**src/rtl/dk_sound_sequencer.sv**
```systemverilog
// Trigger sequencer and shared sample-strobe generator for the discrete sound blocks.
// Optional mute input enabled by defining DK_SEQ_MUTE_EN.
module dk_sound_sequencer #(
    parameter int CLOCK_RATE         = 48000000,
    parameter int SAMPLE_RATE        = 48000,
    parameter int NUM_CH             = 4,
    parameter int MIN_HOLD_SAMPLES   = 2400,
    parameter int RETRIG_GAP_SAMPLES = 48
) (
    input  logic              clk,
    input  logic              reset,
    input  logic [NUM_CH-1:0] trig_in,
`ifdef DK_SEQ_MUTE_EN
    input  logic              mute,
`endif
    output logic              audio_clk_en,
    output logic [NUM_CH-1:0] sound_en,
    output logic [NUM_CH-1:0] busy
);
    localparam int ACC_W  = $clog2(CLOCK_RATE + SAMPLE_RATE);
    localparam int HOLD_W = $clog2(MIN_HOLD_SAMPLES + 1);
    localparam int GAP_W  = (RETRIG_GAP_SAMPLES > 0) ? $clog2(RETRIG_GAP_SAMPLES + 1) : 1;

    localparam logic [ACC_W-1:0]  ACC_STEP  = ACC_W'(SAMPLE_RATE);
    localparam logic [ACC_W-1:0]  ACC_WRAP  = ACC_W'(CLOCK_RATE);
    localparam logic [HOLD_W-1:0] HOLD_LOAD = HOLD_W'(MIN_HOLD_SAMPLES);
    localparam logic [HOLD_W-1:0] HOLD_ONE  = HOLD_W'(1);
    localparam logic [GAP_W-1:0]  GAP_LOAD  = GAP_W'(RETRIG_GAP_SAMPLES);
    localparam logic [GAP_W-1:0]  GAP_ONE   = GAP_W'(1);

    typedef enum logic [1:0] {
        S_IDLE,
        S_HOLD,
        S_SUSTAIN,
        S_GAP
    } state_t;

    logic [ACC_W-1:0]  r_acc;
    logic [ACC_W-1:0]  w_acc_sum;
    logic              r_stb;
    logic [NUM_CH-1:0] r_trig_q;
    logic [NUM_CH-1:0] w_rise;
    logic [NUM_CH-1:0] w_fall;
    logic [NUM_CH-1:0] r_pend;
    logic [NUM_CH-1:0] w_pend;
    logic [NUM_CH-1:0] w_to_gap;
    logic [NUM_CH-1:0] r_sound_en;
    logic [NUM_CH-1:0] r_busy;
    state_t            r_state [NUM_CH];
    state_t            w_state [NUM_CH];
    logic [HOLD_W-1:0] r_hold  [NUM_CH];
    logic [HOLD_W-1:0] w_hold  [NUM_CH];
    logic [GAP_W-1:0]  r_gap   [NUM_CH];
    logic [GAP_W-1:0]  w_gap   [NUM_CH];

    assign w_acc_sum = r_acc + ACC_STEP;
    assign w_rise    = trig_in & ~r_trig_q;
    assign w_fall    = ~trig_in & r_trig_q;

    always_comb begin
        w_pend   = r_pend;
        w_to_gap = '0;
        for (int c = 0; c < NUM_CH; c++) begin
            w_state[c] = r_state[c];
            w_hold[c]  = r_hold[c];
            w_gap[c]   = r_gap[c];
            unique case (r_state[c])
                S_IDLE: begin
                    if (w_rise[c]) begin
                        w_state[c] = S_HOLD;
                        w_hold[c]  = HOLD_LOAD;
                    end
                end
                S_HOLD: begin
                    // A fresh trigger restarts the minimum hold, even on a strobe cycle.
                    if (w_rise[c]) begin
                        w_hold[c] = HOLD_LOAD;
                    end else if (r_stb) begin
                        w_hold[c] = r_hold[c] - HOLD_ONE;
                        if (r_hold[c] == HOLD_ONE) begin
                            if (trig_in[c]) w_state[c] = S_SUSTAIN;
                            else            w_to_gap[c] = 1'b1;
                        end
                    end
                end
                S_SUSTAIN: begin
                    if (w_fall[c]) w_to_gap[c] = 1'b1;
                end
                S_GAP: begin
                    if (w_rise[c]) w_pend[c] = 1'b1;
                    if (r_stb) begin
                        w_gap[c] = r_gap[c] - GAP_ONE;
                        if (r_gap[c] == GAP_ONE) begin
                            w_state[c] = (r_pend[c] || w_rise[c]) ? S_HOLD : S_IDLE;
                            w_hold[c]  = HOLD_LOAD;
                            w_pend[c]  = 1'b0;
                        end
                    end
                end
            endcase
            if (w_to_gap[c]) begin
                w_state[c] = (RETRIG_GAP_SAMPLES == 0) ? S_IDLE : S_GAP;
                w_gap[c]   = GAP_LOAD;
                w_pend[c]  = 1'b0;
            end
`ifdef DK_SEQ_MUTE_EN
            if (mute) begin
                w_state[c] = S_IDLE;
                w_pend[c]  = 1'b0;
            end
`endif
        end
    end

    always_ff @(posedge clk) begin
        if (reset) begin
            r_acc      <= '0;
            r_stb      <= 1'b0;
            r_trig_q   <= '1;
            r_pend     <= '0;
            r_sound_en <= '0;
            r_busy     <= '0;
            for (int c = 0; c < NUM_CH; c++) r_state[c] <= S_IDLE;
        end else begin
            // Phase accumulator: exactly SAMPLE_RATE strobes per CLOCK_RATE cycles.
            if (w_acc_sum >= ACC_WRAP) begin
                r_acc <= w_acc_sum - ACC_WRAP;
                r_stb <= 1'b1;
            end else begin
                r_acc <= w_acc_sum;
                r_stb <= 1'b0;
            end
            r_trig_q <= trig_in;
            r_pend   <= w_pend;
            for (int c = 0; c < NUM_CH; c++) begin
                r_state[c]    <= w_state[c];
                r_sound_en[c] <= (w_state[c] == S_HOLD) || (w_state[c] == S_SUSTAIN);
                r_busy[c]     <= (w_state[c] != S_IDLE);
            end
        end
        for (int c = 0; c < NUM_CH; c++) begin
            r_hold[c] <= w_hold[c];
            r_gap[c]  <= w_gap[c];
        end
    end

    assign audio_clk_en = r_stb;
    assign sound_en     = r_sound_en;
    assign busy         = r_busy;

endmodule

```
**config.mk**
```make
export PLATFORM = sky130hd
export DESIGN_NAME = dk_sound_sequencer
export DESIGN_NICKNAME = d
export VERILOG_FILES = /design/src/rtl/dk_sound_sequencer.sv
export SDC_FILE = /design/constraint.sdc
export NUM_CORES = 1
export LEC_CHECK = 0
export CORE_MARGIN = 2
export CORE_UTILIZATION = 30
export CTS_CLUSTER_DIAMETER = 200
export DETAILED_ROUTE_END_ITERATION = 10
export GPL_ROUTABILITY_DRIVEN = 0
export GPL_TIMING_DRIVEN = 0
export PLACE_DENSITY = 0.53
export SYNTH_ARGS = -nofsm -noshare
export SYNTH_HDL_FRONTEND = slang
export SYNTH_SLANG_ARGS = --single-unit
```
**constraint.sdc**
```tcl
create_clock -name clk -period 2.8 [get_ports clk]
set_input_delay 0.42 -clock clk [delete_from_list [all_inputs] [get_ports clk]]
set_output_delay 0.42 -clock clk [all_outputs]
set_load 0.1 [all_outputs]
```
==> results.json, run 1 <==
{
  "viasPerCell": 4.759,
  "synth.top_cell.area_share_pct": 20.86,
  "synth_top_cells_by_area": "sky130_fd_sc_hd__edfxtp_1 (21%), sky130_fd_sc_hd__dfxtp_1 (20%), sky130_fd_sc_hd__ha_1 (7.8%)",
  "dp_hpwl_mm": 9.874,
  "synth_top_flop_cell": "sky130_fd_sc_hd__dfxtp_1",
  "syn-num-nets": 799,
  "min_period_ns": 2.800,
  "layout.filler_cells": 2267,
  "grt_max_degree": 17,
  "final_design_area_no_fill_mm2": 0.008537,
  "end_kind": "register",
  "drv_slew": 0,
  "floorplan.die_area_mm2": 0.02426,
  "rows": 55,
  "synth-edff-count": 48,
  "numCtsBuffers": 17,
  "ioPinCount": 15,
  "grt_setup_unrepaired": "true",
  "hold_viol_final": 0,
  "synth_top_area_cell": "sky130_fd_sc_hd__edfxtp_1",
  "synthDistinctLibCells": 71,
  "areaGrowthSynthToFinish_pct": 23.56,
  "min_from": "r_acc[7]$_SDFF_PP0_",
  "status": "finished, final reports clean",
  "core_area_mm2": 0.02264,
  "antenna_cells_inserted": 0,
  "clock_pin_slew_reported_for_the_worst_setup_and_hold_paths_after_clock_tree_synthesis_ns": 0.06,
  "finalCritPeriodShare_pct": 99.98,
  "seq_area_frac_synth_pct": 40.57,
  "clk_latency_ns": 0.41,
  "finish.net_count": 863,
  "first_iter_violations": 253,
  "globalRouteMet3Util_pct": 3.194,
  "cts_num_sinks": 116,
  "via_count": 5292,
  "first_global_vias": 5028,
  "setup_viol_count_final": 0,
  "timing.critical_path.from": "r_acc[11]$_SDFF_PP0_",
  "synth_register_bits": 116,
  "pwr_density_cell_mw_per_mm2": 609.1,
  "die-width_um": 155.8,
  "busiest_layer": "met2",
  "initial_core_utilization_pct": 30.52,
  "critPathLaunchType": "register",
  "tritoncts": "done",
  "port_buffers": 13,
  "wirelength_mm": 14.88,
  "critPathKind": "register to register",
  "cts_buffer_depth": 2,
  "grt_antenna_before_repair": 0,
  "syn-cell-area_mm2": 0.006909,
  "tightest_pin_transition_ns": 1.000,
  "grt_util_met2_pct": 21.03,
  "finalClockSkew_ns": 0.009083,
  "design_power_total_mw": 5.200,
  "worst_ep_required_time_ns": 3.10,
  "drv.max_cap_violation_count": 0,
  "use_met1_pct": 15.82,
  "synth_warnings": 0,
  "ctsHtreeMaxLevel": 4,
  "drcViolationCount": 0,
  "worst_ep_arrival_time_ns": 3.10,
  "route.detailed.wl_per_inst_um": 13.38,
  "maxSlewHeadroom_pct": 33.11,
  "clockRootBuffer": "sky130_fd_sc_hd__clkbuf_16",
  "mean_syn_cell_area_um2": 9.212,
  "antenna_violating_nets_post_route": 0,
  "die_h_um": 155.8,
  "max_freq_mhz": 357.2,
  "firstDrtPassIters": 4,
  "vdd_drop_max_v": 0.0005281,
  "leakagePower_nw": 2.974,
  "final_layout_size_suffix_gt1_share_pct": 19.23,
  "cp_max_fo": 8,
  "postCtsHoldBufs": 0,
  "globalRouteTotalUtil_pct": 12.52,
  "globalRoute.totalOverflow": 0,
  "global_route_wire_length_before_repair_mm": 24.30,
  "setup_total_negative_slack_ns": 0,
  "timing.hold.worst.class": "register to register",
  "synth-async-reset-ratio_pct": 0,
  "crit-reg2reg-launch": "r_acc[11]$_SDFF_PP0_",
  "detailed_place.area_mm2": 0.007402,
  "synthCells": 750
}
## cells by family after synthesis
logic type | share of synthesized area, %
XOR/XNOR | 8.837
AND/OR/NAND/NOR | 25.57
flip-flops | 40.57
multiplexers | 2.046
AO/OA/AOI/OAI | 11.84
adder cells (fa/ha/maj) | 7.787
buffers and inverters | 3.350
## synthesized netlist by cell type, drive strengths merged (5+ instances only)
library cell and number:
nor2 117, dfxtp 68, nand2 56, edfxtp 48, ha 43, xnor2 41
nor3 37, a21oi 36, inv 33, xor2 27, nand3 25, o21ai 25
nand2b 19, nor2b 18, nor4 16, a211oi 14, or3 12, buf 11
mux2 10, clkbuf 8, and2 6, nand4 6, nand4b 6, nor3b 6
nand3b 5, or2 5, or4 5
## state kept, by name, summed over array words and instances, names as in the netlist
| signal | flops |
|---|---|
| audio_clk_en | 1 |
| busy | 4 |
| r_acc | 19 |
| r_gap | 24 |
| r_hold | 48 |
| r_pend | 4 |
| r_state | 8 |
| r_trig_q | 4 |
| sound_en | 4 |
## area by class of cell
cell class | count | area [µm²] | area share, %
buffer | 18 | 116.4 | 1.363
clock buffer | 17 | 425.4 | 4.983
clock inverter | 15 | 106.4 | 1.246
inverter | 33 | 123.9 | 1.451
multi-input combinational | 582 | 4203 | 49.23
sequential | 116 | 2818 | 33.01
tap | 285 | 356.6 | 4.177
timing repair buffer | 46 | 387.9 | 4.543
## final timing paths
kind                                to  cells past startpoint  slack (ns)
setup / recovery  r_acc[18]$_SDFF_PP0_                     10      0.0005
hold / removal     r_acc[7]$_SDFF_PP0_                      1        0.47
setup reg to reg  r_acc[18]$_SDFF_PP0_                     10      0.0005
hold reg to reg    r_acc[7]$_SDFF_PP0_                      1        0.47
## through the flow
| step | cells | hold WS [ns] | util (%) | worst slack (ns) |
|---|---|---|---|---|
| after floorplan | 750 | 0.4675 | - | 0.04577 |
| after global placement | 1048 | 0.4845 | 32.67 | -0.6585 |
| after detailed placement | 1048 | 0.4836 | 32.69 | -0.6283 |
| after CTS | 1089 | 0.4555 | 35.99 | 0.00005906 |
| after global routing | 1112 | 0.4872 | 37.71 | -0.07403 |
| final | 1112 | 0.4706 | 37.71 | 0.0004803 |
## metal layers
layer / share of wire (%) / routed length [µm]
met1: 50 / 7416
met2: 47 / 7021
met3: 2.0 / 293
met4: 0.99 / 148
met5: 0 / 0
## layout by cell type (no fill, tap or decap), types with 6 or more instances in the layout
master,synthesis,routed
sky130_fd_sc_hd__nor2_1,117,114
sky130_fd_sc_hd__dfxtp_1,68,62
sky130_fd_sc_hd__nand2_1,56,56
sky130_fd_sc_hd__edfxtp_1,48,48
sky130_fd_sc_hd__ha_1,43,41
sky130_fd_sc_hd__xnor2_1,41,39
sky130_fd_sc_hd__buf_4,2,32
sky130_fd_sc_hd__inv_1,33,31
sky130_fd_sc_hd__a21oi_1,31,29
sky130_fd_sc_hd__nor3_1,34,28
sky130_fd_sc_hd__nand3_1,25,25
sky130_fd_sc_hd__xor2_1,25,25
sky130_fd_sc_hd__o21ai_0,22,20
sky130_fd_sc_hd__nand2b_1,18,18
sky130_fd_sc_hd__nor2b_1,18,17
sky130_fd_sc_hd__clkbuf_16,0,17
sky130_fd_sc_hd__clkdlybuf4s50_1,0,13
sky130_fd_sc_hd__or3_1,11,11
sky130_fd_sc_hd__nor4_1,13,10
sky130_fd_sc_hd__a211oi_2,3,8
sky130_fd_sc_hd__mux2_4,5,7
sky130_fd_sc_hd__nor3_2,2,6
sky130_fd_sc_hd__nand4b_1,6,6
sky130_fd_sc_hd__nand4_1,6,6
sky130_fd_sc_hd__a21oi_4,0,6
sky130_fd_sc_hd__and2_1,6,6
sky130_fd_sc_hd__clkbuf_1,8,6
## power breakdown
| part | leakage [nW] | switching [mW] | total, mW | internal, mW |
|---|---|---|---|---|
| Sequential | 0.956 | 0.0925 | 1.93 | 1.84 |
| Combinational | 1.76 | 0.726 | 1.31 | 0.579 |
| Clock | 0.254 | 0.833 | 1.96 | 1.13 |
## critical path, cell delays in order (launching register included)
cell                       delay (ns)
sky130_fd_sc_hd__dfxtp_4         0.36
sky130_fd_sc_hd__buf_8           0.12
sky130_fd_sc_hd__or3_4           0.38
sky130_fd_sc_hd__a221oi_2        0.31
sky130_fd_sc_hd__a31oi_2         0.11
sky130_fd_sc_hd__a211o_1         0.38
sky130_fd_sc_hd__nor3_4          0.18
sky130_fd_sc_hd__a31oi_4         0.19
sky130_fd_sc_hd__buf_8           0.21
sky130_fd_sc_hd__a21oi_4         0.15
sky130_fd_sc_hd__mux2_4          0.30
## repair_timing
action | 4_1_cts | 5_1_grt
endpoints found under the setup margin | 70 | 31
buffers inserted | 10 | 23
resized for setup | 32 | 41
pin swaps | 12 | 25
No activity file was read; power rests on OpenSTA's default activity.
==> inputs of run 2 (changes only) <==
SKIP_LAST_GASP = 1   (was default)
TNS_END_PERCENT = 50   (was default)
==> run 2 against run 1 <==
Global-route usage stayed put. Count of clock-buffer cells in the layout stayed put. Hold slack hardly changed. Cell count stayed put. Wire length is 0.11% lower. Non-clock buffer count stayed put. Sequential share of layout area is 0.063 points higher.
==> results.json, run 2 (synthesized netlist as in run 1, its figures left out) <==
{
  "globalRouteTotalUtil_pct": 12.52,
  "postCtsHoldBufs": 0,
  "max_flop_register": "r_hold",
  "finalClockSkew_ns": 0.008691,
  "first_global_vias": 5028,
  "setup.worst_path.end": "r_acc[18]$_SDFF_PP0_",
  "cp_max_fo": 8,
  "power.share.switching_pct": 31.75,
  "die_h_um": 155.8,
  "largest_register_ffs": 48,
  "critPathLaunchType": "register",
  "route.detailed.wl_per_inst_um": 13.37,
  "cts_buffer_depth": 2,
  "combPwrFrac_pct": 25.1,
  "global_route_wire_length_before_repair_mm": 24.30,
  "status": "finished, final reports clean",
  "tritoncts": "done",
  "max_freq_mhz": 357.2,
  "grt_max_degree": 17,
  "drv_slew": 0,
  "antenna_violating_nets_post_route": 0,
  "hold_viol_final": 0,
  "ctsHtreeMaxLevel": 4,
  "timing.hold.worst.class": "register to register",
  "tightest_pin_transition_ns": 1.000,
  "timing.critical_path.from": "r_acc[11]$_SDFF_PP0_",
  "final_layout_size_suffix_gt1_share_pct": 19.23,
  "finalCritPeriodShare_pct": 99.98,
  "power_switching_mw": 1.651,
  "grt_antenna_before_repair": 0,
  "fin_util_pct": 37.63,
  "numCtsBuffers": 17,
  "firstDrtPassIters": 4,
  "vdd_drop_max_v": 0.0005281,
  "leakagePower_nw": 2.972,
  "rows": 55,
  "critPathKind": "register to register",
  "crit-reg2reg-launch": "r_acc[11]$_SDFF_PP0_",
  "via_count": 5293,
  "whs_ns": 0.4706,
  "final_design_area_no_fill_mm2": 0.008521,
  "layout_commonest_cell": "sky130_fd_sc_hd__nor2_1",
  "areaGrowthSynthToFinish_pct": 23.32,
  "critical_path.reg2reg.endpoint": "r_acc[18]$_SDFF_PP0_",
  "worst_ep_arrival_time_ns": 3.10,
  "detailed_place.area_mm2": 0.007402,
  "drcViolationCount": 0,
  "min_from": "r_acc[7]$_SDFF_PP0_",
  "maxSlewHeadroom_pct": 33.11,
  "grt_setup_unrepaired": "true",
  "die-width_um": 155.8,
  "final_cell_mix": "sky130_fd_sc_hd__nor2_1 (114), sky130_fd_sc_hd__dfxtp_1 (62), sky130_fd_sc_hd__nand2_1 (56)",
  "r2r.worst_path.cells": 10,
  "antenna_cells_inserted": 0,
  "dp_hpwl_mm": 9.874,
  "ioPinCount": 15,
  "setup_viol_count_final": 0,
  "port_buffers": 13,
  "worst_ep_required_time_ns": 3.10,
  "pwr_density_cell_mw_per_mm2": 610.2,
  "clock_share_of_power_pct": 37.8,
  "core_area_mm2": 0.02264,
  "initial_core_utilization_pct": 30.52,
  "globalRoute.totalOverflow": 0,
  "finish.net_count": 863,
  "clockRootBuffer": "sky130_fd_sc_hd__clkbuf_16",
  "biggestRegsByFlops": "r_hold: 48 flops, r_gap: 24 flops, r_acc: 19 flops",
  "p_int_mw": 3.549,
  "cts_num_sinks": 116,
  "first_iter_violations": 264,
  "clock_pin_slew_reported_for_the_worst_setup_and_hold_paths_after_clock_tree_synthesis_ns": 0.06,
  "min_period_ns": 2.800,
  "drv.max_cap_violation_count": 0,
  "wirelength_mm": 14.86,
  "end_kind": "register",
  "viasPerCell": 4.760,
  "pwr-share-seq_pct": 37.1,
  "setup_total_negative_slack_ns": 0,
  "worst_setup_slack_for_register_to_register_paths_ns": 0.0005,
  "floorplan.die_area_mm2": 0.02426,
  "clk_latency_ns": 0.41
}
run 2: cell counts in the layout (fill, tap and decap cells not counted):
Identical to the previous run, type by type.
run 2: critical path, cell delays in order, from the launching register on:
cell	delay, ns
sky130_fd_sc_hd__dfxtp_4	0.36
sky130_fd_sc_hd__buf_8	0.12
sky130_fd_sc_hd__or3_4	0.38
sky130_fd_sc_hd__a221oi_2	0.31
sky130_fd_sc_hd__a31oi_2	0.11
sky130_fd_sc_hd__a211o_1	0.38
sky130_fd_sc_hd__nor3_4	0.18
sky130_fd_sc_hd__a31oi_4	0.19
sky130_fd_sc_hd__buf_8	0.21
sky130_fd_sc_hd__a21oi_4	0.15
sky130_fd_sc_hd__mux2_4	0.30
run 2: metal layers:
metal | GRT usage (%) | part of all wire [%] | wire length, µm
met1 | 15.82 | 50 | 7448
met2 | 21.03 | 47 | 6974
met3 | 3.194 | 2.0 | 290
met4 | 3.801 | 1.0 | 148
met5 | 0 | 0 | 0
run 2: worst min path at each step:
stage	end	slack [ns]	cells past startpoint
CTS	r_acc[7]$_SDFF_PP0_	0.46	1
detailed placement	r_gap[1][5]$_SDFFE_PP1P_	0.48	2
floorplan	r_acc[7]$_SDFF_PP0_	0.47	1
finish	r_acc[7]$_SDFF_PP0_	0.47	1
global route	r_acc[7]$_SDFF_PP0_	0.49	1
global placement	r_gap[1][5]$_SDFFE_PP1P_	0.48	2
run 2: area by class of cell:
cell class | instances | area (µm²)
plain buffers | 18 | 116.4
clock buffers | 17 | 425.4
clock inverters | 15 | 106.4
fillers | 2273 | 14120
inverters | 33 | 123.9
multi-input cells | 582 | 4187
flip-flops and latches | 116 | 2818
well taps | 285 | 356.6
repair buffers | 46 | 387.9
run 2: per-stage QoR:
stage                     total power, mW  setup WS, ns  cells
after detailed placement            2.891       -0.6283   1048
after CTS                           4.983    0.00005906   1089
after global routing                5.439      -0.07403   1112
final                               5.199     0.0004805   1112
after global placement              2.889       -0.6585   1048
after floorplan                     2.686       0.04577    750
run 2: timing repair:
| action | 4_1_cts | 5_1_grt |
|---|---|---|
| buffers inserted | 10 | 23 |
| setup endpoints to repair | 70 | 31 |
| pin swaps | 12 | 25 |
| resized for setup | 32 | 39 |
run 2: power groups by stage:
stage	combinational (mW)	clock [mW]	sequential, mW
CTS	1.05	2.02	1.92
global route	1.40	2.09	1.94
detailed placement	0.940	0	1.95
finish	1.31	1.96	1.93
global placement	0.938	0	1.95
floorplan	0.734	0	1.95
